### config.mk
export PLATFORM = sky130hd
export DESIGN_NAME = mc_control_flat
export DESIGN_NICKNAME = d
export VERILOG_FILES = /design/src/rtl/mc_pkg.sv /design/src/rtl/mc_control_if.sv /design/src/rtl/mc_decode.sv /design/src/rtl/mc_control.sv /design/src/flat_wrapper.sv
export SDC_FILE = /design/constraint.sdc
export NUM_CORES = 1
export LEC_CHECK = 0
export BUFFER_PORTS_ARGS = -buffer_cell sky130_fd_sc_hd__buf_2
export CORE_MARGIN = 4
export CORE_UTILIZATION = 44
export CTS_CLUSTER_SIZE = 14
export DETAILED_ROUTE_END_ITERATION = 12
export GPL_TIMING_DRIVEN = 0
export MAX_ROUTING_LAYER = met4
export PLACE_DENSITY_LB_ADDON = 0.2
export SYNTH_ARGS = -nofsm -noshare
export SYNTH_HDL_FRONTEND = slang
export SYNTH_SLANG_ARGS = --single-unit
### constraint.sdc
create_clock -name clk -period 2.19 [get_ports clk]
set_input_delay 0.438 -clock clk [delete_from_list [all_inputs] [get_ports clk]]
set_output_delay 0.438 -clock clk [all_outputs]
set_load 0.005 [all_outputs]
### src/rtl/mc_pkg.sv
// Shared types and encodings for the multi-cycle sequencer and its decoder.
package mc_pkg;

    typedef enum logic [2:0] {
        FETCH  = 3'd0,
        DECODE = 3'd1,
        EXEC   = 3'd2,
        MEM    = 3'd3,
        WB     = 3'd4,
        TRAP   = 3'd7
    } state_e;

    typedef enum logic [2:0] {
        CLS_R      = 3'd0,
        CLS_I      = 3'd1,
        CLS_LOAD   = 3'd2,
        CLS_STORE  = 3'd3,
        CLS_BRANCH = 3'd4,
        CLS_LUI    = 3'd5,
        CLS_JAL    = 3'd6,
        CLS_JALR   = 3'd7
    } cls_e;

    localparam logic [6:0] OPC_R      = 7'b0110011;
    localparam logic [6:0] OPC_I      = 7'b0010011;
    localparam logic [6:0] OPC_LOAD   = 7'b0000011;
    localparam logic [6:0] OPC_STORE  = 7'b0100011;
    localparam logic [6:0] OPC_BRANCH = 7'b1100011;
    localparam logic [6:0] OPC_LUI    = 7'b0110111;
    localparam logic [6:0] OPC_JAL    = 7'b1101111;
    localparam logic [6:0] OPC_JALR   = 7'b1100111;

    localparam logic [2:0] ALU_ADD = 3'b000;
    localparam logic [2:0] ALU_SLL = 3'b001;
    localparam logic [2:0] ALU_SRA = 3'b010;
    localparam logic [2:0] ALU_SUB = 3'b011;
    localparam logic [2:0] ALU_XOR = 3'b100;
    localparam logic [2:0] ALU_SRL = 3'b101;
    localparam logic [2:0] ALU_OR  = 3'b110;
    localparam logic [2:0] ALU_AND = 3'b111;

    localparam logic [1:0] WD_ALU  = 2'b00;
    localparam logic [1:0] WD_DRAM = 2'b01;
    localparam logic [1:0] WD_PC4  = 2'b10;
    localparam logic [1:0] WD_IMM  = 2'b11;

    localparam logic [1:0] NPC_PC4  = 2'b00;
    localparam logic [1:0] NPC_BR   = 2'b01;
    localparam logic [1:0] NPC_JAL  = 2'b10;
    localparam logic [1:0] NPC_JALR = 2'b11;

    localparam logic [2:0] SEXT_I = 3'b000;
    localparam logic [2:0] SEXT_S = 3'b001;
    localparam logic [2:0] SEXT_B = 3'b010;
    localparam logic [2:0] SEXT_U = 3'b011;
    localparam logic [2:0] SEXT_J = 3'b100;

    // fun3 maps straight onto the ALU code except where fun7[5] picks sub/sra.
    function automatic logic [2:0] alu_from_fun(input logic [2:0] fun3, input logic alt);
        case (fun3)
            3'b000:  return alt ? ALU_SUB : ALU_ADD;
            3'b101:  return alt ? ALU_SRA : ALU_SRL;
            default: return fun3;
        endcase
    endfunction

endpackage

### src/rtl/mc_control_if.sv
// Instruction/data memory request-ready handshake seen by the sequencer.
interface mc_control_if;
    logic irom_req;
    logic irom_ready;
    logic dram_req;
    logic dram_we;
    logic dram_ready;

    modport master (output irom_req, dram_req, dram_we, input irom_ready, dram_ready);
    modport slave  (input irom_req, dram_req, dram_we, output irom_ready, dram_ready);
endinterface

### src/rtl/mc_decode.sv
// Combinational decode of opcode/fun3/fun7 into legality, class and datapath selects.
module mc_decode
    import mc_pkg::*;
(
    input  logic [6:0] opcode_i,
    input  logic [2:0] fun3_i,
    input  logic       fun7_b5_i,
    output logic       legal_o,
    output cls_e       cls_o,
    output logic [2:0] alu_op_o,
    output logic       b_sel_o,
    output logic [2:0] sext_sel_o,
    output logic [1:0] wd_sel_o
);

    always_comb begin
        legal_o    = 1'b1;
        cls_o      = CLS_R;
        alu_op_o   = ALU_ADD;
        b_sel_o    = 1'b1;
        sext_sel_o = SEXT_I;
        wd_sel_o   = WD_ALU;
        case (opcode_i)
            OPC_R: begin
                b_sel_o  = 1'b0;
                alu_op_o = alu_from_fun(fun3_i, fun7_b5_i);
            end
            OPC_I: begin
                cls_o    = CLS_I;
                alu_op_o = (fun3_i == 3'b000) ? ALU_ADD : alu_from_fun(fun3_i, fun7_b5_i);
            end
            OPC_LOAD: begin
                cls_o    = CLS_LOAD;
                wd_sel_o = WD_DRAM;
            end
            OPC_STORE: begin
                cls_o      = CLS_STORE;
                sext_sel_o = SEXT_S;
            end
            OPC_BRANCH: begin
                cls_o      = CLS_BRANCH;
                b_sel_o    = 1'b0;
                alu_op_o   = ALU_SUB;
                sext_sel_o = SEXT_B;
                legal_o    = (fun3_i == 3'b000) || (fun3_i == 3'b001) ||
                             (fun3_i == 3'b100) || (fun3_i == 3'b101);
            end
            OPC_LUI: begin
                cls_o      = CLS_LUI;
                sext_sel_o = SEXT_U;
                wd_sel_o   = WD_IMM;
            end
            OPC_JAL: begin
                cls_o      = CLS_JAL;
                sext_sel_o = SEXT_J;
                wd_sel_o   = WD_PC4;
            end
            OPC_JALR: begin
                cls_o    = CLS_JALR;
                wd_sel_o = WD_PC4;
            end
            default: legal_o = 1'b0;
        endcase
    end

endmodule

### src/rtl/mc_control.sv
// Multi-cycle FETCH/DECODE/EXEC/MEM/WB sequencer with memory timeout trap.
// Optional MC_PERF_CNT_EN adds cycle_cnt/instret_cnt performance counters.
module mc_control
    import mc_pkg::*;
#(
    parameter int unsigned TIMEOUT = 0,
    parameter int unsigned CNT_W   = 8
) (
    input  logic       clk,
    input  logic       rst_n,
    mc_control_if.master bus,
    input  logic [6:0] opcode,
    input  logic [2:0] fun3,
    input  logic [6:0] fun7,
    input  logic       alu_zero,
    input  logic       alu_lt,
    output logic       ir_we,
    output logic       pc_we,
    output logic [1:0] npc_op,
    output logic       rf_we,
    output logic [1:0] wd_sel,
    output logic       b_sel,
    output logic [2:0] alu_op,
    output logic [2:0] sext_sel,
    output logic       trap,
    output logic [2:0] state_o
`ifdef MC_PERF_CNT_EN
    ,
    output logic [31:0] cycle_cnt,
    output logic [31:0] instret_cnt
`endif
);

    localparam logic [CNT_W-1:0] TO_LIM = CNT_W'(TIMEOUT);

    state_e           state_q, state_d;
    logic [CNT_W-1:0] cnt_q, cnt_d;

    logic       dec_legal, dec_b_sel;
    cls_e       dec_cls;
    logic [2:0] dec_alu_op, dec_sext_sel;
    logic [1:0] dec_wd_sel;
    logic       fun7_unused;

    logic       irom_req_c, ir_we_c, pc_we_c, rf_we_c, dram_req_c, dram_we_c;
    logic [1:0] npc_c;
    logic       sel_en, waiting, timed_out, br_taken;

    assign fun7_unused = ^{fun7[6], fun7[4:0]};

    mc_decode u_decode (
        .opcode_i   (opcode),
        .fun3_i     (fun3),
        .fun7_b5_i  (fun7[5]),
        .legal_o    (dec_legal),
        .cls_o      (dec_cls),
        .alu_op_o   (dec_alu_op),
        .b_sel_o    (dec_b_sel),
        .sext_sel_o (dec_sext_sel),
        .wd_sel_o   (dec_wd_sel)
    );

    assign timed_out = (TIMEOUT != 0) && (cnt_q == TO_LIM);

    always_comb begin
        case (fun3)
            3'b000:  br_taken = alu_zero;
            3'b001:  br_taken = !alu_zero;
            3'b100:  br_taken = alu_lt;
            default: br_taken = !alu_lt;
        endcase
    end

    always_ff @(posedge clk) begin
        if (!rst_n) begin
            state_q <= FETCH;
            cnt_q   <= '0;
        end else begin
            state_q <= state_d;
            cnt_q   <= cnt_d;
        end
    end

    always_comb begin
        state_d    = state_q;
        irom_req_c = 1'b0;
        ir_we_c    = 1'b0;
        pc_we_c    = 1'b0;
        rf_we_c    = 1'b0;
        dram_req_c = 1'b0;
        dram_we_c  = 1'b0;
        npc_c      = NPC_PC4;
        sel_en     = 1'b0;
        waiting    = 1'b0;
        case (state_q)
            FETCH: begin
                irom_req_c = 1'b1;
                if (bus.irom_ready) begin
                    ir_we_c = 1'b1;
                    state_d = DECODE;
                end else begin
                    waiting = 1'b1;
                    if (timed_out) state_d = TRAP;
                end
            end
            DECODE: state_d = dec_legal ? EXEC : TRAP;
            EXEC: begin
                sel_en = 1'b1;
                case (dec_cls)
                    CLS_BRANCH: begin
                        pc_we_c = 1'b1;
                        npc_c   = br_taken ? NPC_BR : NPC_PC4;
                        state_d = FETCH;
                    end
                    CLS_LOAD, CLS_STORE: state_d = MEM;
                    default:             state_d = WB;
                endcase
            end
            MEM: begin
                sel_en     = 1'b1;
                dram_req_c = 1'b1;
                dram_we_c  = (dec_cls == CLS_STORE);
                if (bus.dram_ready) begin
                    if (dec_cls == CLS_STORE) begin
                        pc_we_c = 1'b1;
                        state_d = FETCH;
                    end else begin
                        state_d = WB;
                    end
                end else begin
                    waiting = 1'b1;
                    if (timed_out) state_d = TRAP;
                end
            end
            WB: begin
                sel_en  = 1'b1;
                rf_we_c = 1'b1;
                pc_we_c = 1'b1;
                if (dec_cls == CLS_JAL)       npc_c = NPC_JAL;
                else if (dec_cls == CLS_JALR) npc_c = NPC_JALR;
                state_d = FETCH;
            end
            TRAP:    state_d = TRAP;
            default: state_d = TRAP;
        endcase

        // Counter measures time spent waiting in the current state only.
        if (state_d != state_q)            cnt_d = '0;
        else if (waiting && (cnt_q != '1)) cnt_d = cnt_q + CNT_W'(1);
        else                               cnt_d = cnt_q;
    end

    assign bus.irom_req = rst_n & irom_req_c;
    assign bus.dram_req = rst_n & dram_req_c;
    assign bus.dram_we  = rst_n & dram_we_c;
    assign ir_we        = rst_n & ir_we_c;
    assign pc_we        = rst_n & pc_we_c;
    assign rf_we        = rst_n & rf_we_c;
    assign npc_op       = rst_n ? npc_c : NPC_PC4;
    assign trap         = rst_n & (state_q == TRAP);
    assign alu_op       = sel_en ? dec_alu_op : 3'b000;
    assign b_sel        = sel_en & dec_b_sel;
    assign sext_sel     = sel_en ? dec_sext_sel : 3'b000;
    assign wd_sel       = sel_en ? dec_wd_sel : 2'b00;
    assign state_o      = state_q;

`ifdef MC_PERF_CNT_EN
    logic [31:0] cycle_q, instret_q;

    always_ff @(posedge clk) begin
        if (!rst_n) begin
            cycle_q   <= '0;
            instret_q <= '0;
        end else begin
            cycle_q <= cycle_q + 32'd1;
            if (pc_we) instret_q <= instret_q + 32'd1;
        end
    end

    assign cycle_cnt   = cycle_q;
    assign instret_cnt = instret_q;
`endif

endmodule

### src/flat_wrapper.sv
// flat-port wrapper written by rule: the top's interface ports become plain ports
module mc_control_flat import mc_pkg::*;
#(
    parameter int unsigned TIMEOUT = 0,
    parameter int unsigned CNT_W   = 8
)
  (clk, rst_n, opcode, fun3, fun7, alu_zero, alu_lt, ir_we, pc_we, npc_op, rf_we, wd_sel, b_sel, alu_op, sext_sel, trap, state_o, bus_irom_req, bus_dram_req, bus_dram_we, bus_irom_ready, bus_dram_ready);
  mc_control_if bus_i ();
  input  logic clk;
  input  logic rst_n;
  input  logic [6:0] opcode;
  input  logic [2:0] fun3;
  input  logic [6:0] fun7;
  input  logic alu_zero;
  input  logic alu_lt;
  output logic ir_we;
  output logic pc_we;
  output logic [1:0] npc_op;
  output logic rf_we;
  output logic [1:0] wd_sel;
  output logic b_sel;
  output logic [2:0] alu_op;
  output logic [2:0] sext_sel;
  output logic trap;
  output logic [2:0] state_o;
  output wire logic [$bits(bus_i.irom_req)-1:0] bus_irom_req;
  output wire logic [$bits(bus_i.dram_req)-1:0] bus_dram_req;
  output wire logic [$bits(bus_i.dram_we)-1:0] bus_dram_we;
  input wire logic [$bits(bus_i.irom_ready)-1:0] bus_irom_ready;
  input wire logic [$bits(bus_i.dram_ready)-1:0] bus_dram_ready;
  assign bus_irom_req = bus_i.irom_req;
  assign bus_dram_req = bus_i.dram_req;
  assign bus_dram_we = bus_i.dram_we;
  assign bus_i.irom_ready = bus_irom_ready;
  assign bus_i.dram_ready = bus_dram_ready;
  mc_control #(.TIMEOUT(TIMEOUT), .CNT_W(CNT_W)) u_core (.clk(clk), .rst_n(rst_n), .bus(bus_i), .opcode(opcode), .fun3(fun3), .fun7(fun7), .alu_zero(alu_zero), .alu_lt(alu_lt), .ir_we(ir_we), .pc_we(pc_we), .npc_op(npc_op), .rf_we(rf_we), .wd_sel(wd_sel), .b_sel(b_sel), .alu_op(alu_op), .sext_sel(sext_sel), .trap(trap), .state_o(state_o));
endmodule
* Yosys cells after proc, flatten, opt, wreduce, memory -nomap -nowiden
Cells that the tools add are included.
** Word-level totals
- Bits in registers :: 3
- Bits in latches :: 0
- Bits in writable memories :: 0
- ROM bits :: 0
- Input port bits :: 23
- Output and inout bits :: 21
- Word-level logic and storage cells :: 83
- Memories kept :: 0
** Cells by class
- Add/sub/neg operators :: 0
- $mul :: 0
- Div/mod/pow operators :: 0
- $lt $le $gt $ge :: 0
- Eq/ne operators :: 23
- Shift operators :: 0
- Muxes and demuxes :: 38
- Bitwise operators :: 8
- Reductions and logical operators :: 13
** Operators by type and width (count)
- $mux W3 :: 9
- $eq A3 B3 Y1 const B :: 7
- $eq A7 B6 Y1 const B :: 3
- $eq A7 B7 Y1 const B :: 3
- $pmux W3 S7 :: 1
- $pmux W3 S5 :: 1
- $eq A3 B2 Y1 const B :: 4
- $mux W1 :: 12
- $mux W2 :: 6
- $pmux W3 S2 :: 2
- $pmux W3 S4 :: 1
- $pmux W3 S3 :: 1
- $and A1 B1 Y1 :: 8
- $eq A7 B2 Y1 const B :: 1
- $eq A7 B5 Y1 const B :: 1
- $reduce_or A7 Y1 :: 1
- $eq A3 B1 Y1 const B :: 2
- $logic_not A3 Y1 :: 2
- $pmux W1 S3 :: 2
- $pmux W2 S3 :: 1
- $reduce_or A2 Y1 :: 3
- $ne A2 B2 Y1 const B :: 2
- $pmux W2 S2 :: 1
- $logic_or A1 B1 Y1 :: 3
- 4 further kinds :: 5

* Longest topological paths before layout
Gate-level depths: netlist (run 1).
- Depth after elaboration :: 7
- Depth in mapped cells :: 5

* Hierarchy
Synthesis (run 1) repeated with hierarchy kept, for this count alone.
** Second synthesis, totals
- Cell total of the unflattened synthesis :: 118
- Area total of the unflattened synthesis :: 809.5 sq um
** By module, submodules not included
- mc_control :: times used 1, cells an instance 66, area each 462.9 sq um, seq. area each 60.1 sq um
- mc_decode :: times used 1, cells an instance 52, area each 346.6 sq um, seq. area each 0.0 sq um

* Worst setup path before layout (run 1)
No wires, ideal clock.
- Kind :: input to output
- Start point :: in opcode[2]
- End point :: out npc_op[0]
- Data arrival time :: 1.287 ns
- Data required time :: 1.752 ns
- Setup slack :: 0.465 ns
- Stages :: 4
- Path buffers :: 0
- Cells stage by stage :: nand4bb_4 a2111oi_4 o311ai_1 a21oi_1
** On the way
- Cells in the longest elaborated chain, start to end :: 7
** Ends and longest elaborated chain
- from (decl) :: line flat_wrapper.sv:11 : input logic [6:0] opcode;
- $eq A7 B7 Y1 (tied with other cells) :: line mc_decode.sv:23 : case (opcode_i)
- $pmux W3 S7 (*) :: line mc_decode.sv:23
- $eq A3 B3 Y1 :: line mc_control.sv:140 : else if (dec_cls == CLS_JALR) npc_c = NPC_JALR;
- $mux W2 :: line mc_control.sv:140
- $mux W2 :: line mc_control.sv:139 : if (dec_cls == CLS_JAL) npc_c = NPC_JAL;
- $pmux W2 S2 (*) :: line mc_control.sv:95 : case (state_q)
- $mux W2 (*) :: line mc_control.sv:159 : assign npc_op = rst_n ? npc_c : NPC_PC4;
- to (decl) :: line flat_wrapper.sv:18 : output logic [1:0] npc_op;
Every way passes the cells marked *; elsewhere a longest branch is shown, timed or not.

* Worst setup path in the final report (run 1)
- Start point :: reg u_core.state_q[2], in the netlist u_core.state_o[2]
- End point :: out npc_op[0]
** On the way
- Cells in the longest elaborated chain, start to end :: 3
** Ends and longest elaborated chain
- from (decl) :: line mc_control.sv:36 : state_e state_q, state_d;
- from (signal assigned) :: line mc_control.sv:79 : state_q <= state_d;
- $eq A3 B3 Y1 or $eq A3 B2 Y1 (tied branches) :: line mc_control.sv:95
- $pmux W2 S2 (*) :: line mc_control.sv:95
- $mux W2 (*) :: line mc_control.sv:159
Marks and branches as above.

==> results of run 1 <==
==> where the power goes <==
group	total (mW)	switching [mW]	internal, mW
sequential	0.105	0.0238	0.0810
clock	0.0975	0.0292	0.0683
combinational	0.462	0.259	0.203
total	0.664	0.312	0.352
==> stage by stage <==
stage / std cells / cell area [sq um] / hold WS [ns] / power, mW
floorplan: 101 / 674 / 0.554 / 0.422
global placement: 151 / 868 / 0.667 / 0.551
detailed placement: 151 / 868 / 0.667 / 0.562
CTS: 155 / 895 / 0.488 / 0.668
global route: 155 / 896 / 0.498 / 0.739
finish: 155 / 896 / 0.493 / 0.664
==> worst max-delay path, stage by stage (launching register included) <==
cell and delay (ns):
dfxtp_1 0.31, buf_6 0.13, or2_4 0.25, a2111oi_4 0.27, o311ai_1 0.17, a21oi_1 0.14
buf_2 0.12
==> cell type report <==
type | count | area, sq um | area share (%)
repair buffers | 35 | 175 | 19.6
clock buffers | 4 | 26.3 | 2.93
inverters | 6 | 22.5 | 2.51
plain buffers | 6 | 38.8 | 4.33
multi-input cells | 86 | 553 | 61.7
flip-flops and latches | 3 | 61.3 | 6.84
well taps | 15 | 18.8 | 2.09
==> cell usage in the layout, fill, tap and decap left out <==
master and instances:
a2111oi_4 1, a21boi_1 1, a21o_1 1, a21oi_1 10
a31oi_1 3, a32oi_1 1, a41oi_1 2, and2_1 3
and3_1 1, and4b_1 1, and4bb_2 1, buf_2 39
buf_4 1, buf_6 1, clkbuf_1 1, clkbuf_4 3
dfxtp_1 2, dfxtp_2 1, inv_1 6, nand2_1 8
nand2b_1 2, nand3_1 5, nand4bb_4 1, nor2_1 6
nor2b_1 6, nor3_1 11, nor3b_1 2, nor3b_2 1
nor4_1 1, nor4b_1 1, o21a_1 1, o21ai_0 7
o22ai_1 1, o311ai_1 2, o31ai_1 1, or2_4 1
or3_1 1, or3b_1 1, xor2_1 2
==> worst max-delay path by stage <==
| stage | from | end | slack, ns | cells past startpoint |
|---|---|---|---|---|
| final | u_core.state_o[2]$_SDFFE_PN0P_ | npc_op[0] | 0.12 | 6 |
| after global routing | u_core.state_o[2]$_SDFFE_PN0P_ | npc_op[0] | 0.005 | 6 |
| after CTS | u_core.state_o[2]$_SDFFE_PN0P_ | npc_op[0] | 0.10 | 6 |
| after detailed placement | opcode[2] | npc_op[0] | 0.16 | 6 |
| after global placement | opcode[2] | npc_op[0] | 0.16 | 6 |
| after floorplan | opcode[2] | npc_op[0] | 0.47 | 4 |
==> metal layers <==
metal	global-route usage [%]	up-vias	share of wire (%)
met5	-	-	0
met4	9.94	0	1.8
met3	2.30	4	6.7
met2	36.6	27	51
met1	25.2	392	40
li1	-	456	-
==> cells by family (layout without fill, tap and decap cells) <==
family,Yosys count,after routing,share of synthesized area (%)
flops,3,3,8.91
xor+xnor,2,2,2.60
buf+inv,12,51,9.09
simple gates,53,53,48.1
compound gates,31,31,31.4
==> results_dict.tcl, run 1 <==
set metrics [dict create \
    outcome "complete, no violations" \
    first_global_vias 778 \
    synth_edf_count 0 \
    synth_most_common_cell "nor3_1" \
    drt-initial-drc-count 27 \
    yosys.cell_types.count 36 \
    yosysTopAreaCell "dfxtp_1" \
    pre_cts_slack_ns 0.156 \
    final_util_pct 65.6 \
    synth_top_cells_by_area "dfxtp_1, nor3_1, a21oi_1" \
    fin_ws_ns 0.117 \
    grt_max_degree 11 \
    maxSlewViolCount 0 \
    peakVddDrop_uv 747 \
    die_h_um 47.2 \
    hold_class "in -> reg" \
    cts_setup_buffers 0 \
    ff2ff_path_depth 5 \
    drcViolationCount 0 \
    overflow 0 \
    setup_violations 0 \
    yosysTopAreaCellShare_pct 8.91 \
    nets 164 \
    arrival_ns 1.63 \
    synth-seq-area-share_pct 8.91 \
    p_leak_nw 0.406 \
    r2r-end "u_core.state_o[2]$_SDFFE_PN0P_" \
    r2r_start "u_core.state_o[0]$_SDFFE_PN0P_" \
    start_util_pct 49.4 \
    largest_reg_flops 3 \
    post-dp-hpwl_um 1630 \
    synth_flop_cell "dfxtp_1" \
    antennaDiodeCount 0 \
    coreArea_sq_um 1370 \
    fmax_ghz 0.482 \
    hold_buffers 0 \
    fill_cells 147 \
    max_cap_violations 0 \
    h-tree-depth 1 \
    die_w_um 47.2 \
    portBuffers 35 \
    cts_resized 0 \
    skew_ns 0.00175 \
    clk_latency_ns 0.23 \
    period_share_pct 94.7 \
    rsz0062_at_grt "no" \
    syn_area_sq_um 674 \
    clock-root-buffer "clkbuf_4" \
    synth_area_per_cell_sq_um 6.68 \
    syn_to_final_growth_pct 32.8 \
    clkSinkCount 3 \
    relSlewSlack_pct 69.8 \
    ys_seq_elements 3 \
    ant_nets 0 \
    die-area_sq_um 2220 \
    grt_first_pass_wirelength_um 3340 \
    syn_inst 101 \
    worst-setup-path-type "reg -> out" \
    cp_max_fo 10 \
    worst_setup_path_start_kind "flop" \
    finalHoldViolCount 0 \
    cts_tree "yes" \
    yosysWarningCount 0 \
    dr_total_vias 879 \
    firstDrtPassIters 4 \
    hold_depth 3 \
    worst_pin_slew_ns 0.452 \
    critPathCaptureType "primary output" \
    routed_wl_um 2010 \
    fin_setup_tns_ns 0 \
    clockBufferDepth 2 \
    io_pins 44 \
    p_per_area_nw_per_um2 741 \
    min_to "u_core.state_o[1]$_SDFFE_PN0P_" \
    drive_gt1_share_pct 35.7 \
    layout_min_cycle_time_ns 2.07 \
    row_count 13 \
    clkTransAtPathRegs_ns 0.04 \
    grt_use_total_pct 21.6 \
    synth_common_cells "nor3_1, a21oi_1, nand2_1" \
    gp_congestion 0.843 \
    viasPerCell 5.67 \
    async_flop_share_pct 0 \
    syn_nets 124 \
    avgRoutedWirePerCell_um 13.0 \
    hold_start "rst_n" \
    numCtsBuffers 3 \
    rrSetupSlack_ns 0.99 \
    critical_path_required_ns 1.75 \
    grt_antenna_before_repair 0 \
]
No activity file was read; power rests on OpenSTA's default activity.
==> run 2: changes to the inputs <==
==> constraint.sdc (replaced) <==
create_clock -name clk -period 2.19 [get_ports clk]
set_input_delay 0.438 -clock clk [delete_from_list [all_inputs] [get_ports clk]]
set_output_delay 0.438 -clock clk [all_outputs]
set_load 0.02 [all_outputs]
==> run 2 against run 1 <==
Compared with the run above:
- final cell count stayed put
- critical path depth stayed put
- combinational power is 17% higher
- final area is 2.1% higher
- register-to-register slack hardly changed
- core utilization is 1.4 points higher
- via count is 1.6% higher
- clock skew hardly changed
- critical path type is now in -> out
==> results_dict.tcl, run 2 (synthesis results as in run 1) <==
set metrics [dict create \
    clkSinkCount 3 \
    post-dp-hpwl_um 1630 \
    outcome "complete, no violations" \
    grt_antenna_before_repair 0 \
    final_cells 155 \
    grt_first_pass_wirelength_um 3340 \
    fill_cells 147 \
    h-tree-depth 1 \
    numCtsBuffers 3 \
    rsz0062_at_grt "no" \
    max_cap_violations 0 \
    row_count 13 \
    skew_ns 0.00188 \
    layout_common_cells "buf_2, nor3_1, a21oi_1" \
    largest_reg_flops 3 \
    place_inst 151 \
    hold_class "in -> reg" \
    multi_input_area_sq_um 566 \
    dr_total_vias 893 \
    clk_latency_ns 0.23 \
    cp-endpoint "npc_op[0]" \
    fin_ws_ns 0.0773 \
    drcViolationCount 0 \
    period_share_pct 96.5 \
    layout_min_cycle_time_ns 2.11 \
    grt_use_total_pct 21.6 \
    setup_violations 0 \
    grt_max_degree 11 \
    worst_setup_path_start_kind "input pin" \
    cts_setup_buffers 0 \
    ant_nets 0 \
    rrSetupSlack_ns 0.99 \
    fin_setup_tns_ns 0 \
    worst_pin_slew_ns 0.452 \
    p_per_area_nw_per_um2 814 \
    ff2ff_path_depth 5 \
    cts_tree "yes" \
    hold_buffers 0 \
    cp_top_family "compound AO/OA/AOI/OAI gates" \
    drt-initial-drc-count 31 \
    p_leak_nw 0.408 \
    antennaDiodeCount 0 \
    clkTransAtPathRegs_ns 0.03 \
    critPathBufInv 2 \
    pre_cts_slack_ns 0.105 \
    first_global_vias 778 \
    clockBufferDepth 2 \
    firstDrtPassIters 4 \
    seq_area_sq_um 61.3 \
    die-area_sq_um 2220 \
    syn_to_final_growth_pct 35.6 \
    r2r-end "u_core.state_o[2]$_SDFFE_PN0P_" \
    portBuffers 35 \
    path_cells "buf_2, nand4bb_4, a2111oi_4, o311ai_2, a21oi_1, buf_4" \
    viasPerCell 5.76 \
    fmax_ghz 0.473 \
    overflow 0 \
    cp.depth 6 \
    cp_max_fo 5 \
    slowest_delay_ns 0.38 \
    arrival_ns 1.67 \
    critical_path_required_ns 1.75 \
    critPathCaptureType "primary output" \
    finalHoldViolCount 0 \
    coreArea_sq_um 1370 \
    routed_wl_um 2040 \
    final_common_cell "buf_2" \
    avgRoutedWirePerCell_um 13.2 \
    relSlewSlack_pct 69.8 \
    gp_congestion 0.843 \
    drive_gt1_share_pct 37.9 \
    total_power_mw 0.745 \
    peakVddDrop_uv 861 \
    maxSlewViolCount 0 \
    io_pins 44 \
    clock-root-buffer "clkbuf_4" \
    start_util_pct 49.4 \
    die_w_um 47.2 \
    cpMaxStageDelayCell "a2111oi_4" \
    r2r_start "u_core.state_o[0]$_SDFFE_PN0P_" \
    die_h_um 47.2 \
    worst-setup-path-type "in -> out" \
    critPathLaunch "opcode[2]" \
    nets 164 \
]
==> run 2: cell counts in the layout (fill, tap and decap cells not counted) <==
No cell type changed its count.
==> run 2: per-stage QoR <==
step                      utilization (%)  instance area [sq um]  hold slack [ns]
after CTS                            65.5                    895            0.488
after global placement               63.6                    868            0.667
after global routing                 66.9                    915            0.502
after detailed placement             63.6                    868            0.667
after floorplan                         -                    674            0.554
final                                66.9                    915            0.497
==> run 2: final cells by class <==
class,count,share of cell area (%)
buffer,6,4.65
clock buffer,4,2.87
inverter,6,2.46
multi-input combinational,86,61.8
sequential,3,6.70
tap,15,2.05
timing repair buffer,35,19.4
==> run 2: power breakdown <==
part	internal [mW]	total (mW)	switching, mW	leakage [nW]
sequential	0.0810	0.107	0.0259	0.0252
combinational	0.210	0.541	0.331	0.368
clock	0.0683	0.0972	0.0289	0.0150
==> run 2: metal layers <==
metal | up-vias | global-route usage, % | part of all wire (%)
li1 | 455 | - | -
met1 | 401 | 25.2 | 40
met2 | 33 | 36.6 | 51
met3 | 4 | 2.30 | 6.5
met4 | 0 | 9.94 | 1.8
met5 | - | - | 0
==> run 2: timing repair <==
item / 4_1_cts / 5_1_grt
setup endpoints to repair: 0 / 3
gates resized for setup: 0 / 6
hold endpoints to repair: 0 / 0
==> run 2: worst register-to-register path, stage by stage, from the launching register on <==
cell and delay (ns):
dfxtp_1 0.36, buf_2 0.22, nand2b_1 0.11, nor2_1 0.10, o311ai_1 0.14, a31oi_1 0.19
==> run 2: worst min-delay path by stage <==
stage	cells after the start	endpoint	from
2_1_floorplan	2	u_core.state_o[1]$_SDFFE_PN0P_	rst_n
3_3_place_gp	3	u_core.state_o[1]$_SDFFE_PN0P_	u_core.state_o[0]$_SDFFE_PN0P_
3_5_place_dp	3	u_core.state_o[1]$_SDFFE_PN0P_	u_core.state_o[0]$_SDFFE_PN0P_
4_1_cts	3	u_core.state_o[1]$_SDFFE_PN0P_	rst_n
5_1_grt	3	u_core.state_o[1]$_SDFFE_PN0P_	rst_n
6_report	3	u_core.state_o[1]$_SDFFE_PN0P_	rst_n
